--- src/rtl/tgate_line_rx.sv ---
// tgate_line_rx: oversampled serial receiver for a switched line that treats float as idle.
// Defining TGATE_RX_PARITY_EN adds one even-parity bit between the data bits and the stop bit.
module tgate_line_rx #(
    parameter int DATA_W     = 8,
    parameter int OVERSAMPLE = 4
) (
    input  logic              clk,
    input  logic              rst,
    input  logic              line_in,
    output logic [DATA_W-1:0] rx_data,
    output logic              rx_valid,
    input  logic              rx_ready,
    output logic              frame_err,
    output logic              overrun,
    output logic              float_det
);
    localparam int PW = $clog2(OVERSAMPLE);
    localparam int BW = DATA_W > 1 ? $clog2(DATA_W) : 1;
    typedef enum logic [2:0] {
        IDLE,
        START,
        DATA,
`ifdef TGATE_RX_PARITY_EN
        PARITY,
`endif
        STOP
    } state_t;
    state_t            state, state_n;
    logic [PW-1:0]     phase, phase_n;
    logic [BW-1:0]     bit_idx, bit_n;
    logic [DATA_W-1:0] shreg;
    logic              line_q, last, shift_en, stop_smp, good, load;
    assign last = phase == PW'(OVERSAMPLE - 1);
`ifdef TGATE_RX_PARITY_EN
    logic par_smp, par_bad;
    assign good = stop_smp && line_q && !par_bad;
`else
    assign good = stop_smp && line_q;
`endif
    // A full buffer still accepts a new word when the consumer drains it this same cycle.
    assign load = good && (!rx_valid || rx_ready);
    always_comb begin
        state_n  = state;
        phase_n  = last ? '0 : phase + 1'b1;
        bit_n    = bit_idx;
        shift_en = 1'b0;
        stop_smp = 1'b0;
`ifdef TGATE_RX_PARITY_EN
        par_smp  = 1'b0;
`endif
        case (state)
            IDLE: begin
                phase_n = '0;
                state_n = line_q ? IDLE : START;
            end
            START: if (phase == PW'(OVERSAMPLE / 2 - 1)) begin
                phase_n = '0;
                bit_n   = '0;
                state_n = line_q ? IDLE : DATA;
            end
            DATA: if (last) begin
                shift_en = 1'b1;
                bit_n    = bit_idx + 1'b1;
                if (bit_idx == BW'(DATA_W - 1)) begin
                    bit_n = '0;
`ifdef TGATE_RX_PARITY_EN
                    state_n = PARITY;
`else
                    state_n = STOP;
`endif
                end
            end
`ifdef TGATE_RX_PARITY_EN
            PARITY: if (last) begin
                par_smp = 1'b1;
                state_n = STOP;
            end
`endif
            STOP: if (last) begin
                stop_smp = 1'b1;
                state_n  = IDLE;
            end
            default: state_n = IDLE;
        endcase
    end
    always_ff @(posedge clk) begin
        if (rst) begin
            state     <= IDLE;
            phase     <= '0;
            bit_idx   <= '0;
            shreg     <= '0;
            line_q    <= 1'b1;
            float_det <= 1'b0;
            rx_data   <= '0;
            rx_valid  <= 1'b0;
            frame_err <= 1'b0;
            overrun   <= 1'b0;
        end else begin
            // Anything other than a solid 0 (including z/x) reads as the idle/mark level.
            line_q    <= (line_in === 1'b0) ? 1'b0 : 1'b1;
            float_det <= (line_in !== 1'b0) && (line_in !== 1'b1);
            state     <= state_n;
            phase     <= phase_n;
            bit_idx   <= bit_n;
            if (shift_en) shreg[bit_idx] <= line_q;
            if (load) rx_data <= shreg;
            rx_valid  <= load || (rx_valid && !rx_ready);
            frame_err <= stop_smp && !good;
            overrun   <= good && rx_valid && !rx_ready;
        end
    end
`ifdef TGATE_RX_PARITY_EN
    always_ff @(posedge clk) begin
        if (rst) par_bad <= 1'b0;
        else if (par_smp) par_bad <= line_q != ^shreg;
    end
`endif
endmodule
--- config.mk ---
export PLATFORM = sky130hd
export DESIGN_NAME = tgate_line_rx
export DESIGN_NICKNAME = d
export VERILOG_FILES = /design/src/rtl/tgate_line_rx.sv
export SDC_FILE = /design/constraint.sdc
export NUM_CORES = 1
export LEC_CHECK = 0
export CAP_MARGIN = 20
export CORE_ASPECT_RATIO = 1.1
export CORE_MARGIN = 8
export CORE_UTILIZATION = 55
export CTS_CLUSTER_DIAMETER = 150
export DETAILED_ROUTE_END_ITERATION = 7
export GPL_TIMING_DRIVEN = 0
export PLACE_DENSITY = 0.8
export SETUP_SLACK_MARGIN = 0.2
export SLEW_MARGIN = 30
export SYNTH_ARGS = -nofsm -noshare
export SYNTH_HDL_FRONTEND = slang
export SYNTH_SLANG_ARGS = --single-unit
--- constraint.sdc ---
create_clock -name clk -period 2.9 [get_ports clk]
set_input_delay 0.58 -clock clk [delete_from_list [all_inputs] [get_ports clk]]
set_output_delay 0.58 -clock clk [all_outputs]
set_load 0.01 [all_outputs]
==> results of run 1 <==
[final timing paths]
kind,startpoint,to,slack (ps),depth (start not counted)
hold / removal,rx_data[3],rx_data[3],480,2
setup / recovery,rx_valid,rx_valid,1090,1
hold reg to reg,rx_data[3],rx_data[3],480,2
setup reg to reg,phase[0],shreg[7],1460,5
[metrics by stage]
step,setup slack [ps],cell area (sq um)
2_1_floorplan,1575,1229
3_3_place_gp,1123,1396
3_5_place_dp,1111,1396
4_1_cts,1071,1423
5_1_grt,1014,1423
6_report,1091,1423
[layout make-up]
class	instances	area share [%]
buffer	10	3.958
clock buffer	4	1.847
inverter	4	1.055
multi-input combinational	85	43.36
sequential	27	37.99
tap	30	2.639
timing repair buffer	13	9.147
[cells in the mapped netlist (all sizes together), types with 2 or more instances]
master	instances	area share, %
a311oi	2	1.4
nand3	7	2.9
a21oi	5	2.0
buf	9	4.3
ha	6	6.1
nand2b	20	10
dfxtp	27	44
nand3b	4	2.7
nand4	3	1.5
mux2i	16	13
nor2	4	1.2
nand2	5	1.5
nor2b	3	1.5
inv	4	1.2
[power groups by stage]
stage | sequential [mW] | combinational, mW | clock [mW]
6_report | 0.377 | 0.0298 | 0.159
5_1_grt | 0.378 | 0.0328 | 0.181
4_1_cts | 0.377 | 0.0300 | 0.165
3_5_place_dp | 0.385 | 0.0301 | 0
3_3_place_gp | 0.385 | 0.0291 | 0
2_1_floorplan | 0.384 | 0.0225 | 0
[metal layers]
metal / share of wire, % / GRT usage, %
met5: 0 / 0
met4: 1.4 / 6.414
met3: 4.2 / 2.734
met2: 52 / 21.86
met1: 42 / 12.67
[registers in the layout (all words and copies together) (netlist names)]
| register | flops |
|---|---|
| shreg | 8 |
| phase | 2 |
| frame_err | 1 |
| line_q | 1 |
| bit_idx | 3 |
| overrun | 1 |
| state | 2 |
| rx_data | 8 |
| rx_valid | 1 |
[tightest hold or removal path, cell delays in order, from the launching register on]
cell      delay [ps]
dfxtp_1          340
nand2b_1          60
mux2i_1           60
[kinds of logic after synthesis]
logic type	synth area share (%)
simple gates	25.25
fa+ha+maj	6.110
buf+inv	5.804
compound gates	4.583
mux	13.95
other cells	0.3052
flops	43.99
==> results.toml, run 1 <==
[status]
status = "completed"

[power_and_ir_drop]
clkPwrFrac_pct = 28.1
vdd_ir_drop_max_mv = 0.2272
finalPower_mw = 0.5659
p_switching_mw = 0.1236
p_leak_nw = 0.6015
power.density_nw_per_um2 = 397.8
internal-power_mw = 0.4423
pwr-share-comb_pct = 5.3
p_sw_share_pct = 21.85
seqPwrFrac_pct = 66.7

[synth]
yosysSeqAreaShare_pct = 43.99
async_flop_share_pct = 0
synthCells = 126
yosys.cell_types.count = 29
synth_nets = 136
ys.flop_type = "dfxtp_1"
syn_area_sq_um = 1229
avgSynthCellArea_sq_um = 9.751
synth_edf_count = 0
ys_ff_latch = 27
ys_warn_count = 0

[cells_and_area]
final_cell_mix = "dfxtp_1, nand2b_1, mux2i_1, clkdlybuf4s50_1, nand3_1"
layout-drive-gt1-share_pct = 9.790
register_area_sq_um = 540.5
nNetsFinal = 154
area_growth_pct = 15.78
layout.cells.non_filler = 173
utilization_pct = 65.12
fill_cells = 200
multi_input_area_sq_um = 616.8
diodes = 0
mostFrequentLayoutCell = "dfxtp_1"

[sta]
rsz0062_at_grt = "no"
fin_crit_ps = 1809
finalHoldViolations = 0
max_freq_mhz = 552.9
fin_crit_sh_pct = 62.37
setup_violations = 0
slew_viol_final = 0
skew_ps = 2.802
setup_tns_ps = 0
whs_ps = 483.3

[clock_tree]
tritoncts = "done"
cts.sinks = 27
htree_levels = 1
cts_resized = 0
clock_path_buffers = 2
cts_root_buf = "clkbuf_4"
cts_setup_buffers = 0
clkLatencyLatePin_ps = 310
cts_hold_buf = 0
clk_pin_slew_ps = 140
numCtsBuffers = 3

[worst_setup_path]
cpPeakStageDelay_ps = 550
endpoint_kind = "primary output"
worstPathArrival_ps = 1230
critPathRequiredTime_ps = 2320
path_cells = "clkdlybuf4s50_1"
slowest_stage = "clkdlybuf4s50_1"
cp_top_family = "buffers and inverters"
start_kind = "register"
path_class = "register to primary output"
crit_buf_inv = 1
cp_max_fo = 2

[die]
io_pins = 16
initial_core_util_pct = 56.24
rows = 18
die-area_sq_um = 4004
die_w_um = 61.07
core_sq_um = 2185
die_h_um = 65.57

[hold_path]
min_path_type = "register to register"

[routing]
drtAntennaViolNets = 0
vias = 922
drt_wl_total_um = 2217
wl_per_cell_um = 12.82
drt-vias-per-instance = 5.329
dr.pass1.iters = 4
drt_iter0_drc = 11
drc = 0

[grt]
grt_max_degree = 15
grt_pass1_wl_um = 3857
grt_overflow = 0
antenna_found_initial = 0
grt_usage_pct = 12.24
grt_pass1_vias = 953

[place]
place_inst = 169
dp_hpwl_um = 1678
port_buffers = 13
gp_congestion = 0.7323

[job]
maxCapViolCount = 0
Note: power is estimated with default switching activity, not from simulation.
==> run 2: changes to the inputs <==
--- a/config.mk
+++ b/config.mk
@@ -8,11 +8,11 @@
 export CAP_MARGIN = 20
 export CORE_ASPECT_RATIO = 1.1
 export CORE_MARGIN = 8
-export CORE_UTILIZATION = 55
+export CORE_UTILIZATION = 48
 export CTS_CLUSTER_DIAMETER = 150
 export DETAILED_ROUTE_END_ITERATION = 7
 export GPL_TIMING_DRIVEN = 0
-export PLACE_DENSITY = 0.8
+export PLACE_DENSITY = 0.74
 export SETUP_SLACK_MARGIN = 0.2
 export SLEW_MARGIN = 30
 export SYNTH_ARGS = -nofsm -noshare
==> constraint.sdc (replaced) <==
create_clock -name clk -period 1.55 [get_ports clk]
set_input_delay 0.31 -clock clk [delete_from_list [all_inputs] [get_ports clk]]
set_output_delay 0.31 -clock clk [all_outputs]
set_load 0.01 [all_outputs]
==> run 2 against run 1 <==
Effect of this change:
- count of clock-buffer cells in the layout fell by 1
- via count is 0.43% lower
- flip-flop and latch count unchanged
- register-to-register slack worse by 1300 ps
- hold slack got worse by 87 ps
- die area is 11% higher
- sequential power up 86%
- worst setup slack worse by 880 ps
- combinational power is 98% higher
- total power rose by 88%
- routed wire length up 2.8%
- critical path type is now register to register
==> results.toml, run 2 (synthesized netlist as in run 1, its figures left out) <==
[place]
dp_hpwl_um = 1696
place_inst = 170
gp_congestion = 0.7605
port_buffers = 13

[power_and_ir_drop]
power.density_nw_per_um2 = 718.6
vdd_ir_drop_max_mv = 0.4708
p_leak_nw = 0.6882
finalPower_mw = 1.064

[die]
io_pins = 16
die_h_um = 69.07
rows = 19
die_w_um = 64.24
initial_core_util_pct = 49.70
core_sq_um = 2472
die-area_sq_um = 4437

[clock_tree]
tritoncts = "done"
numCtsBuffers = 3
clkLatencyLatePin_ps = 320
cts.sinks = 27
cts_root_buf = "clkbuf_4"
clock_path_buffers = 2
clk_pin_slew_ps = 150
cts_hold_buf = 0
htree_levels = 1

[grt]
antenna_found_initial = 0
grt_max_degree = 16
grt_usage_pct = 10.27
grt_pass1_wl_um = 3836
busiest_layer = "met2"
grt_overflow = 0
globalRouteMet3Util_pct = 2.585
gr-usage-met2_pct = 19.58
use_met1_pct = 10.44
grt_pass1_vias = 914

[worst_setup_path]
endpoint_kind = "register"
path_cells = "ha_2 > nand4_1 > nor2b_2 > buf_6 > mux2i_1"
start_kind = "register"
cp_max_fo = 4
critPathRequiredTime_ps = 1800
worstPathArrival_ps = 1590
cpPeakStageDelay_ps = 380
path_class = "register to register"
slowest_stage = "dfxtp_2"

[cells_and_area]
mostFrequentLayoutCell = "dfxtp_1"
layout-drive-gt1-share_pct = 18.79
biggestRegsByFlops = "rx_data (8), shreg (8), bit_idx (3)"
area_growth_pct = 20.47
final_cell_mix = "dfxtp_1, nand2b_1, mux2i_1, dlygate4sd2_1"
nNetsFinal = 160
diodes = 0
layout.cells.non_filler = 180
utilization_pct = 59.87

[routing]
vias = 918
drt_wl_total_um = 2280
drt-vias-per-instance = 5.100
wl_per_cell_um = 12.67
drtAntennaViolNets = 0
dr.pass1.iters = 4
drc = 0
drt_iter0_drc = 17

[sta]
fin_crit_sh_pct = 86.48
setup_violations = 0
max_freq_mhz = 746.1
skew_ps = 6.093
rsz0062_at_grt = "yes"
slew_viol_final = 0
finalHoldViolations = 0
fin_crit_ps = 1340

[hold_path]
min_path_type = "input pin to register"

[status]
status = "completed"

[job]
maxCapViolCount = 0
-- run 2: cell types whose count changed in the layout (fill, tap and decap cells not counted), moves of 4 or more --
cell,change
clkdlybuf4s50_1,-11
dlygate4sd2_1,+11
buf_4,+6
dfxtp_1,-4
-- run 2: per-layer routing --
| layer | vias up | part of all wire [%] |
|---|---|---|
| met2 | 6 | 53 |
| met4 | 0 | 0.61 |
| li1 | 470 | - |
| met1 | 440 | 43 |
| met3 | 2 | 3.1 |
| met5 | - | 0 |
-- run 2: where the power goes --
| part | internal (mW) | switching (mW) |
|---|---|---|
| sequential | 0.696 | 0.00517 |
| clock | 0.0965 | 0.207 |
| combinational | 0.0293 | 0.0296 |
| total | 0.822 | 0.242 |
-- run 2: timing repair --
item                                    in CTS  in global routing
endpoints found under the setup margin      28                 16
pin swaps                                    1                  0
resized for setup                           16                  6
setup buffers                                2                  4
hold endpoints to repair                     0                  0
-- run 2: cell type report --
cell class / instances / area (sq um)
Buffer: 10 / 62.56
Fill cell: 223 / 992.2
Tap cell: 31 / 38.79
Multi-Input combinational cell: 85 / 624.3
Inverter: 4 / 15.01
Timing Repair Buffer: 19 / 161.4
Clock buffer: 3 / 22.52
Sequential cell: 27 / 550.5
Clock inverter: 1 / 5.005
-- run 2: path summary, 6_finish.rpt --
check | startpoint | end | slack [ps] | cells after the start
max | phase[1] | rx_data[5] | 210 | 5
min reg2reg | rx_data[4] | rx_data[4] | 480 | 2
max reg2reg | phase[1] | rx_data[5] | 210 | 5
min | rst | rx_data[4] | 400 | 3
-- run 2: metrics by stage --
step	setup slack (ps)	instance area (sq um)	hold slack [ps]	TNS, ps
floorplan	289.7	1229	413.8	0
global placement	-3.672	1398	456.7	-3.672
detailed placement	-29.97	1398	471.1	-52.44
CTS	201.6	1436	394.5	0
global route	114.6	1480	404.5	0
finish	209.6	1480	396.1	0
-- run 2: critical path: cells and delay by family (launching register included) --
| kind | cells | cell delay, ps |
|---|---|---|
| fa+ha+maj | 1 | 200 |
| buf+inv | 1 | 140 |
| flops | 1 | 380 |
| mux | 1 | 180 |
| simple gates | 2 | 370 |
==> run 3: changes to the inputs <==
--- a/config.mk
+++ b/config.mk
@@ -12,9 +12,9 @@
 export CTS_CLUSTER_DIAMETER = 150
 export DETAILED_ROUTE_END_ITERATION = 7
 export GPL_TIMING_DRIVEN = 0
-export PLACE_DENSITY = 0.74
+export PLACE_DENSITY_LB_ADDON = 0.12
 export SETUP_SLACK_MARGIN = 0.2
-export SLEW_MARGIN = 30
+export SLEW_MARGIN = 0
 export SYNTH_ARGS = -nofsm -noshare
 export SYNTH_HDL_FRONTEND = slang
 export SYNTH_SLANG_ARGS = --single-unit
==> run 3 against run 2 <==
Effect of this change:
- clock skew is 3.9 ps lower
- largest cell class unchanged
- largest power group unchanged
- critical path type unchanged
- via count is 2.1% higher
- global-route usage is 0.52 points higher
- non-clock buffer count is 3 lower
- count of clock-buffer cells in the layout stayed put
- final cell count is 1.7% lower
- first-iteration DRC count is 35% higher
==> results.toml, run 3 (synthesized netlist as in run 1, its figures left out) <==
[status]
status = "completed"

[worst_setup_path]
worstPathArrival_ps = 1530
regToRegSetupSlack_ps = 240
path_cells = "ha_2 > and3b_1 > buf_2 > nand4_1 > mux2i_1"
start_kind = "register"
ff2ff_path_depth = 5
cpPeakStageDelay_ps = 390
worstReg2RegStart = "phase[0]"
critPathRequiredTime_ps = 1760
cp_max_fo = 6
endpoint_kind = "register"
path_class = "register to register"
regToRegEndpoint = "shreg[7]"
slowest_stage = "dfxtp_4"

[sta]
finalHoldViolations = 0
slew_viol_final = 0
skew_ps = 2.180
setup_tns_ps = 0
max_freq_mhz = 760.6
layout_setup_ws_ps = 235.3
fin_crit_sh_pct = 84.82
rsz0062_at_grt = "yes"
fin_crit_ps = 1315
setup_violations = 0
whs_ps = 390.6

[place]
gp_congestion = 0.7996
placed_area_sq_um = 1398
dp_hpwl_um = 1712
port_buffers = 13
place_ws_ps = 5.944

[hold_path]
whs_path_depth = 3
hold_end = "rx_data[3]"
hp-start = "rst"
min_path_type = "input pin to register"

[routing]
drc = 0
drt-vias-per-instance = 5.294
vias = 937
drt_wl_total_um = 2326
wl_per_cell_um = 13.14
drt_iter0_drc = 23
dr.pass1.iters = 4
drtAntennaViolNets = 0

[cells_and_area]
diodes = 0
post-route-cell-area_sq_um = 1459
biggestRegsByFlops = "rx_data (8), shreg (8), bit_idx (3)"
utilization_pct = 59.01
nNetsFinal = 157
fill_cells = 239
final_cell_mix = "dfxtp_1, nand2b_1, mux2i_1, dlygate4sd2_1, nand3_1"
area_growth_pct = 18.74
layout-drive-gt1-share_pct = 17.12
mostFrequentLayoutCell = "dfxtp_1"

[job]
maxCapViolCount = 0

[die]
io_pins = 16
core_sq_um = 2472
initial_core_util_pct = 49.70
die-area_sq_um = 4437
die_h_um = 69.07
rows = 19
die_w_um = 64.24

[grt]
antenna_found_initial = 0
grt_pass1_vias = 944
grt_max_degree = 17
grt_overflow = 0
grt_pass1_wl_um = 4071
grt_usage_pct = 10.79

[clock_tree]
clock_path_buffers = 2
clkLatencyLatePin_ps = 320
numCtsBuffers = 3
cts_root_buf = "clkbuf_4"
clk_pin_slew_ps = 140
tritoncts = "done"
htree_levels = 1
cts.sinks = 27

[power_and_ir_drop]
vdd_ir_drop_max_mv = 0.5261
p_leak_nw = 0.6638
power.density_nw_per_um2 = 727.7
## run 3: cell count changes in the layout (fill, tap and decap cells not counted), sizes merged
cell / change
buf: -3
clkinvlp: +1
clkinv: -1
## run 3: metrics by stage
step | power [mW] | cells
after detailed placement | 0.7773 | 170
after CTS | 1.078 | 174
after floorplan | 0.7607 | 126
final | 1.062 | 177
after global placement | 0.7747 | 170
after global routing | 1.111 | 177
## run 3: worst max path at each step
stage	from	end	slack, ps	cells after the start
after floorplan	phase[0]	shreg[7]	290	5
after global placement	rx_ready	rx_data[5]	50	5
after detailed placement	rx_ready	rx_data[4]	6	5
after CTS	phase[0]	rx_data[4]	200	5
after global routing	phase[1]	shreg[7]	150	5
final	phase[0]	shreg[7]	240	5
## run 3: layer usage
layer,track usage (%),part of all wire [%]
met1,12.43,47
met2,18.47,48
met3,2.585,4.0
met4,4.126,1.4
met5,0,0
## run 3: final cells by class
cell class	count	area [sq um]	share of cell area, %
Clock inverter	1	7.507	0.5146
Tap cell	31	38.79	2.659
Timing Repair Buffer	16	138.9	9.520
Inverter	4	15.01	1.029
Buffer	10	58.81	4.031
Sequential cell	27	553.0	37.91
Clock buffer	3	22.52	1.544
Multi-Input combinational cell	85	624.3	42.80
## run 3: critical path: cells and delay by family (launching register included)
kind,cells,cell delay (ps)
flip-flops,1,390
multiplexers,1,140
AND/OR/NAND/NOR,2,290
buffers and inverters,1,160
adder cells (fa/ha/maj),1,230
## run 3: power breakdown
| group | total (mW) | internal [mW] | leakage [nW] | switching [mW] |
|---|---|---|---|---|
| clock network | 0.302 | 0.0984 | 0.0139 | 0.204 |
| logic | 0.0587 | 0.0293 | 0.429 | 0.0294 |
| registers | 0.701 | 0.695 | 0.221 | 0.00577 |
| total | 1.06 | 0.823 | 0.664 | 0.239 |
## run 3: what timing repair did
action,4_1_cts,5_1_grt
pin swaps,0,1
gates resized for setup,16,6
hold buffers,0,0
setup endpoints to repair,29,15
buffers inserted,0,3
